===== src/rtl/cpu_pkg.sv =====
// Shared core definitions: controller state encoding and reset constants
// used by the fetch stage and its neighbours.
package cpu_pkg;

  localparam int unsigned PcWidth = 32;

  localparam logic [2:0] ST_FETCH  = 3'd0;
  localparam logic [2:0] ST_DECODE = 3'd1;
  localparam logic [2:0] ST_EXEC   = 3'd2;
  localparam logic [2:0] ST_MEM    = 3'd3;
  localparam logic [2:0] ST_WRITE  = 3'd4;

  localparam logic [31:0]        NOP_INSTR_DEFAULT = 32'h0000_0013;
  localparam logic [PcWidth-1:0] RESET_PC_DEFAULT  = '0;

endpackage


===== src/rtl/fetch_unit.sv =====
// Instruction-fetch stage: issues one word request per FETCH visit, latches the
// returned instruction for decode and owns the PC register.
module fetch_unit
  import cpu_pkg::*;
#(
  parameter logic [PcWidth-1:0] RESET_PC  = RESET_PC_DEFAULT,
  parameter logic [31:0]        NOP_INSTR = NOP_INSTR_DEFAULT
) (
  input  logic               clk_i,
  input  logic               rst_i,
  input  logic [2:0]         state_i,
  input  logic               pc_update_i,
  input  logic               branch_taken_i,
  input  logic [PcWidth-1:0] branch_target_i,
  output logic               imem_req_o,
  output logic [PcWidth-1:0] imem_addr_o,
  input  logic               imem_gnt_i,
  input  logic               imem_rvalid_i,
  input  logic [31:0]        imem_rdata_i,
  output logic [31:0]        instr_raw_o,
  output logic [PcWidth-1:0] pc_o,
  output logic               fetch_done_o,
  output logic               misaligned_o
);

  typedef enum logic [1:0] {StIdle, StReq, StWait} fetch_fsm_t;

  fetch_fsm_t         fsm_q, fsm_d;
  logic [PcWidth-1:0] pc_q, pc_d;
  logic [PcWidth-1:0] addr_q, addr_d;
  logic [31:0]        instr_q, instr_d;
  logic               done_q, done_d;
  logic               fetched_q, fetched_d;
  logic               pend_valid_q, pend_valid_d;
  logic [PcWidth-1:0] pend_pc_q, pend_pc_d;
  logic               misaligned_q, misaligned_d;

  logic [PcWidth-1:0] pc_next;
  logic               commit;
  logic [PcWidth-1:0] commit_pc;

  assign pc_next = branch_taken_i ? branch_target_i : pc_q + 32'd4;

  always_comb begin
    fsm_d        = fsm_q;
    pc_d         = pc_q;
    addr_d       = addr_q;
    instr_d      = instr_q;
    done_d       = 1'b0;
    fetched_d    = fetched_q;
    pend_valid_d = pend_valid_q;
    pend_pc_d    = pend_pc_q;
    misaligned_d = misaligned_q;
    commit       = 1'b0;
    commit_pc    = pc_q;

    if (state_i != ST_FETCH) fetched_d = 1'b0;

    unique case (fsm_q)
      StIdle: begin
        // PC changes take priority so a request never goes out with a stale address.
        if (pc_update_i) begin
          commit       = 1'b1;
          commit_pc    = pc_next;
          pend_valid_d = 1'b0;
        end else if (pend_valid_q) begin
          commit       = 1'b1;
          commit_pc    = pend_pc_q;
          pend_valid_d = 1'b0;
        end else if (state_i == ST_FETCH && !fetched_q && !misaligned_q) begin
          fsm_d  = StReq;
          addr_d = pc_q;
        end
      end
      StReq: begin
        if (imem_gnt_i) fsm_d = StWait;
      end
      StWait: begin
        if (imem_rvalid_i) begin
          instr_d   = imem_rdata_i;
          done_d    = 1'b1;
          fetched_d = 1'b1;
          fsm_d     = StIdle;
        end
      end
      default: fsm_d = StIdle;
    endcase

    // In-flight fetch keeps the old address; the newest update wins.
    if (fsm_q != StIdle && pc_update_i) begin
      pend_valid_d = 1'b1;
      pend_pc_d    = pc_next;
    end

    if (commit) begin
      pc_d = commit_pc;
      if (commit_pc[1:0] != 2'b00) misaligned_d = 1'b1;
    end
  end

  always_ff @(posedge clk_i or posedge rst_i) begin
    if (rst_i) begin
      fsm_q        <= StIdle;
      pc_q         <= RESET_PC;
      addr_q       <= RESET_PC;
      instr_q      <= NOP_INSTR;
      done_q       <= 1'b0;
      fetched_q    <= 1'b0;
      pend_valid_q <= 1'b0;
      pend_pc_q    <= '0;
      misaligned_q <= 1'b0;
    end else begin
      fsm_q        <= fsm_d;
      pc_q         <= pc_d;
      addr_q       <= addr_d;
      instr_q      <= instr_d;
      done_q       <= done_d;
      fetched_q    <= fetched_d;
      pend_valid_q <= pend_valid_d;
      pend_pc_q    <= pend_pc_d;
      misaligned_q <= misaligned_d;
    end
  end

  assign imem_req_o   = (fsm_q == StReq);
  assign imem_addr_o  = addr_q;
  assign instr_raw_o  = instr_q;
  assign pc_o         = pc_q;
  assign fetch_done_o = done_q;
  assign misaligned_o = misaligned_q;

endmodule


===== config.mk =====
export PLATFORM = sky130hd
export DESIGN_NAME = fetch_unit
export DESIGN_NICKNAME = d
export VERILOG_FILES = /design/src/rtl/cpu_pkg.sv /design/src/rtl/fetch_unit.sv
export SDC_FILE = /design/constraint.sdc
export NUM_CORES = 1
export LEC_CHECK = 0
export CAP_MARGIN = 20
export CORE_MARGIN = 5
export CORE_UTILIZATION = 49
export CTS_CLUSTER_SIZE = 10
export DETAILED_ROUTE_END_ITERATION = 7
export PLACE_DENSITY = 0.9
export SLEW_MARGIN = 20
export SYNTH_ARGS = -nofsm -noshare
export SYNTH_HDL_FRONTEND = slang
export SYNTH_SLANG_ARGS = --single-unit

===== constraint.sdc =====
create_clock -name clk_i -period 5.1 [get_ports clk_i]
set_input_delay 0.51 -clock clk_i [delete_from_list [all_inputs] [get_ports clk_i]]
set_output_delay 0.51 -clock clk_i [all_outputs]
set_load 0.005 [all_outputs]

==> qor.txt <==
Status - complete, no violations
Synthesized area - 6560 µm²
Yosys warning count - 0
Synth Register Bits - 134
Final Hold Vio Count - 0
PortBufs - 171
Largest net degree at the start of global routing - 99
Synth area leaders - dfrtp_1 50%, nand2_1 9.4%, mux2_2 6.2%
Longest Clk Path Bufs - 2
Critical Path Fanout Max - 45
Req. time, crit path - 5400 ps
DR iter-0 viols - 826
Vias in the first global route - 6243
Hold Crit Class - reg2reg
Initial antenna violation count - 0
Post-CTS setup buffer count - 0
PD cells - 349 nW/µm²
CTS clk-pin slew, worst paths - 60 ps
Nets - 924
Worst Skew - 9.98 ps
Final Power - 0.00316 W
# diodes - 0
Layout overhead on the synthesized area - 37.8%
Worst Path Arrival - 3090 ps
Setup Slack @ Placement - 1850 ps
Routed length per instance - 19.5 µm
Layout cell share with drive strength beyond 1 - 0.103
Yosys top cell by area - dfrtp_1
Chip height - 126 µm
CTS tree - yes
Cts hold-fix bufs - 0
Vias per cell - 5.91
Logic gate share of total power - 0.153
RSZ-0062 raised after global routing - false
Max Slew Vio Count - 0
Asr flop ratio synth - 1.00
Crit end category - flop
Met2 wire length - 9.91 mm
Lkg Pwr - 3.94 nW
Highest metal layer with signal wires - met4
Clk Latency, worst-skew pair - 420 ps
Clock Sinks - 134
Psw - 0.000805 W
Number of synthesized flops with an enable pin - 0
Seq pwr share - 0.416
Worst Max-Slew Pin Slew - 1010 ps
Most frequent cell after synthesis - nand2_1
Post-DP HPWL - 13.0 mm
Gr usage total - 0.255
Syn Nets - 772
Sequential fraction of the synthesis area - 0.512
H-tree Lvls - 4
Drt first pass iters - 6
Max_cap viols - 0
Global route overflow - 0
Yosys top cell area share - 0.500
I/O pins - 172
Met3 WL - 2.06 mm
Setup crit start kind - primary input
Achievable Freq - 0.359 GHz
Clock share of power - 0.431
Post-synthesis cell count - 698
Synth top cells by count - 164 x nand2_1, 131 x dfrtp_1, 48 x o21ai_0
Pint - 0.00235 W
Routed via count - 6142
Syn_area_per_cell - 9.40 µm²
Prevailing post-synth register cell - dfrtp_1
Core area - 13200 µm²
GP Congestion - 0.866
Final setup viols - 0
Rel. slew slack - 0.326
Initial core utilization - 0.497
Post-cts resize count - 0
Post-route minimum period - 2790 ps
Full die area - 15800 µm²
Wl on met1 - 7.78 mm
Final period util - 0.546
Setup TNS - 0 ps
Clock tree root buffer cell - clkbuf_16
Crit Path Category - in2reg
Routed wire length - 20.3 mm
Worst IR Drop VDD - 276 µV
FP Rows - 42
Antenna viol nets, final - 0
CTS Buf Count - 17
First-pass GRT wire length - 32.5 mm
Synth cell types - 56
Switching Share - 0.255
Die width - 126 µm
Fin worst setup slack - 2310 ps
Post-route DRC - 0
==> cells by family after synthesis <==
family,Yosys count,synth area share
and+or+nand+nor,296,0.209
AOI/OAI and AO/OA,144,0.139
DFF,134,0.512
buffers and inverters,56,0.0330
muxes,48,0.0801
xor gates and xnor gates,19,0.0254
adders and majority gates,1,0.00191
==> through the flow <==
stage	std cells	area, µm²	util	hold WS [ps]
4_1_cts	1039	9040	0.685	461
6_report	1039	9040	0.685	463
3_5_place_dp	1007	8390	0.636	453
5_1_grt	1039	9040	0.685	484
3_3_place_gp	1007	8390	0.636	444
2_1_floorplan	698	6560	-	441
==> layer usage <==
| metal | global-route usage | up-vias |
|---|---|---|
| li1 | - | 2755 |
| met4 | 0.0842 | 0 |
| met3 | 0.0914 | 52 |
| met1 | 0.315 | 2965 |
| met5 | 0 | - |
| met2 | 0.419 | 370 |
==> flip-flops by register name, indices dropped and copies added, names as in the netlist <==
name	cells
imem_addr_o	32
instr_raw_o	32
pc_o	32
pend_pc_q	32
fsm_q	2
fetch_done_o	1
fetched_q	1
misaligned_o	1
pend_valid_q	1
==> power groups by stage <==
stage / Clock [W] / Sequential (W) / Combinational (W)
floorplan: 0 / 0.00129 / 0.000227
global placement: 0 / 0.00132 / 0.000464
detailed placement: 0 / 0.00132 / 0.000476
finish: 0.00136 / 0.00131 / 0.000484
CTS: 0.00137 / 0.00131 / 0.000486
global route: 0.00142 / 0.00133 / 0.000529
==> critical path, stage by stage <==
cell	delay, ps
clkdlybuf4s50_1	400
buf_4	280
nor2_1	240
nor4b_1	380
nand2_1	540
buf_4	420
mux2_2	300
==> layout by cell type, fill, tap and decap left out, types with 5 or more instances in the layout <==
cell type,n
clkdlybuf4s50_1,171
nand2_1,164
dfrtp_1,131
o21ai_0,48
mux2_2,36
nor2_1,32
a21oi_1,31
clkbuf_16,17
nand3_1,16
nor3_1,14
o22a_1,13
nand4_1,12
xnor2_1,12
mux2i_1,12
and3_1,11
buf_4,10
nand2b_1,9
xor2_1,7
o221ai_1,7
o31ai_1,6
inv_1,6
a31oi_1,6
nor2b_1,6
and2_1,5
or4_1,5
bufinv_16,5
==> final cells by class <==
| type | count | area [µm²] |
|---|---|---|
| Sequential cell | 134 | 3360 |
| Inverter | 8 | 35.0 |
| Clock inverter | 13 | 201 |
| Timing Repair Buffer | 181 | 1790 |
| Fill cell | 947 | 4150 |
| Clock buffer | 19 | 453 |
| Tap cell | 176 | 220 |
| Multi-Input combinational cell | 508 | 2990 |
==> worst paths after layout <==
| check | slack (ps) | cells after the start | start | to |
|---|---|---|---|---|
| max | 2310 | 7 | pc_update_i | imem_addr_o[6]$_DFFE_PP0P_ |
| min | 460 | 2 | instr_raw_o[1]$_DFFE_PP1P_ | instr_raw_o[1]$_DFFE_PP1P_ |
| max reg2reg | 2670 | 6 | fsm_q[1]$_DFFE_PP0P_ | pend_pc_q[29]$_DFFE_PP0P_ |
| min reg2reg | 460 | 2 | instr_raw_o[1]$_DFFE_PP1P_ | instr_raw_o[1]$_DFFE_PP1P_ |
| max in group asynchronous | 3430 | 3 | rst_i | pc_o[24]$_DFFE_PP0P_ |
| min in group asynchronous | 650 | 2 | rst_i | instr_raw_o[20]$_DFFE_PP0P_ |
No activity file was read; power rests on OpenSTA's default activity.
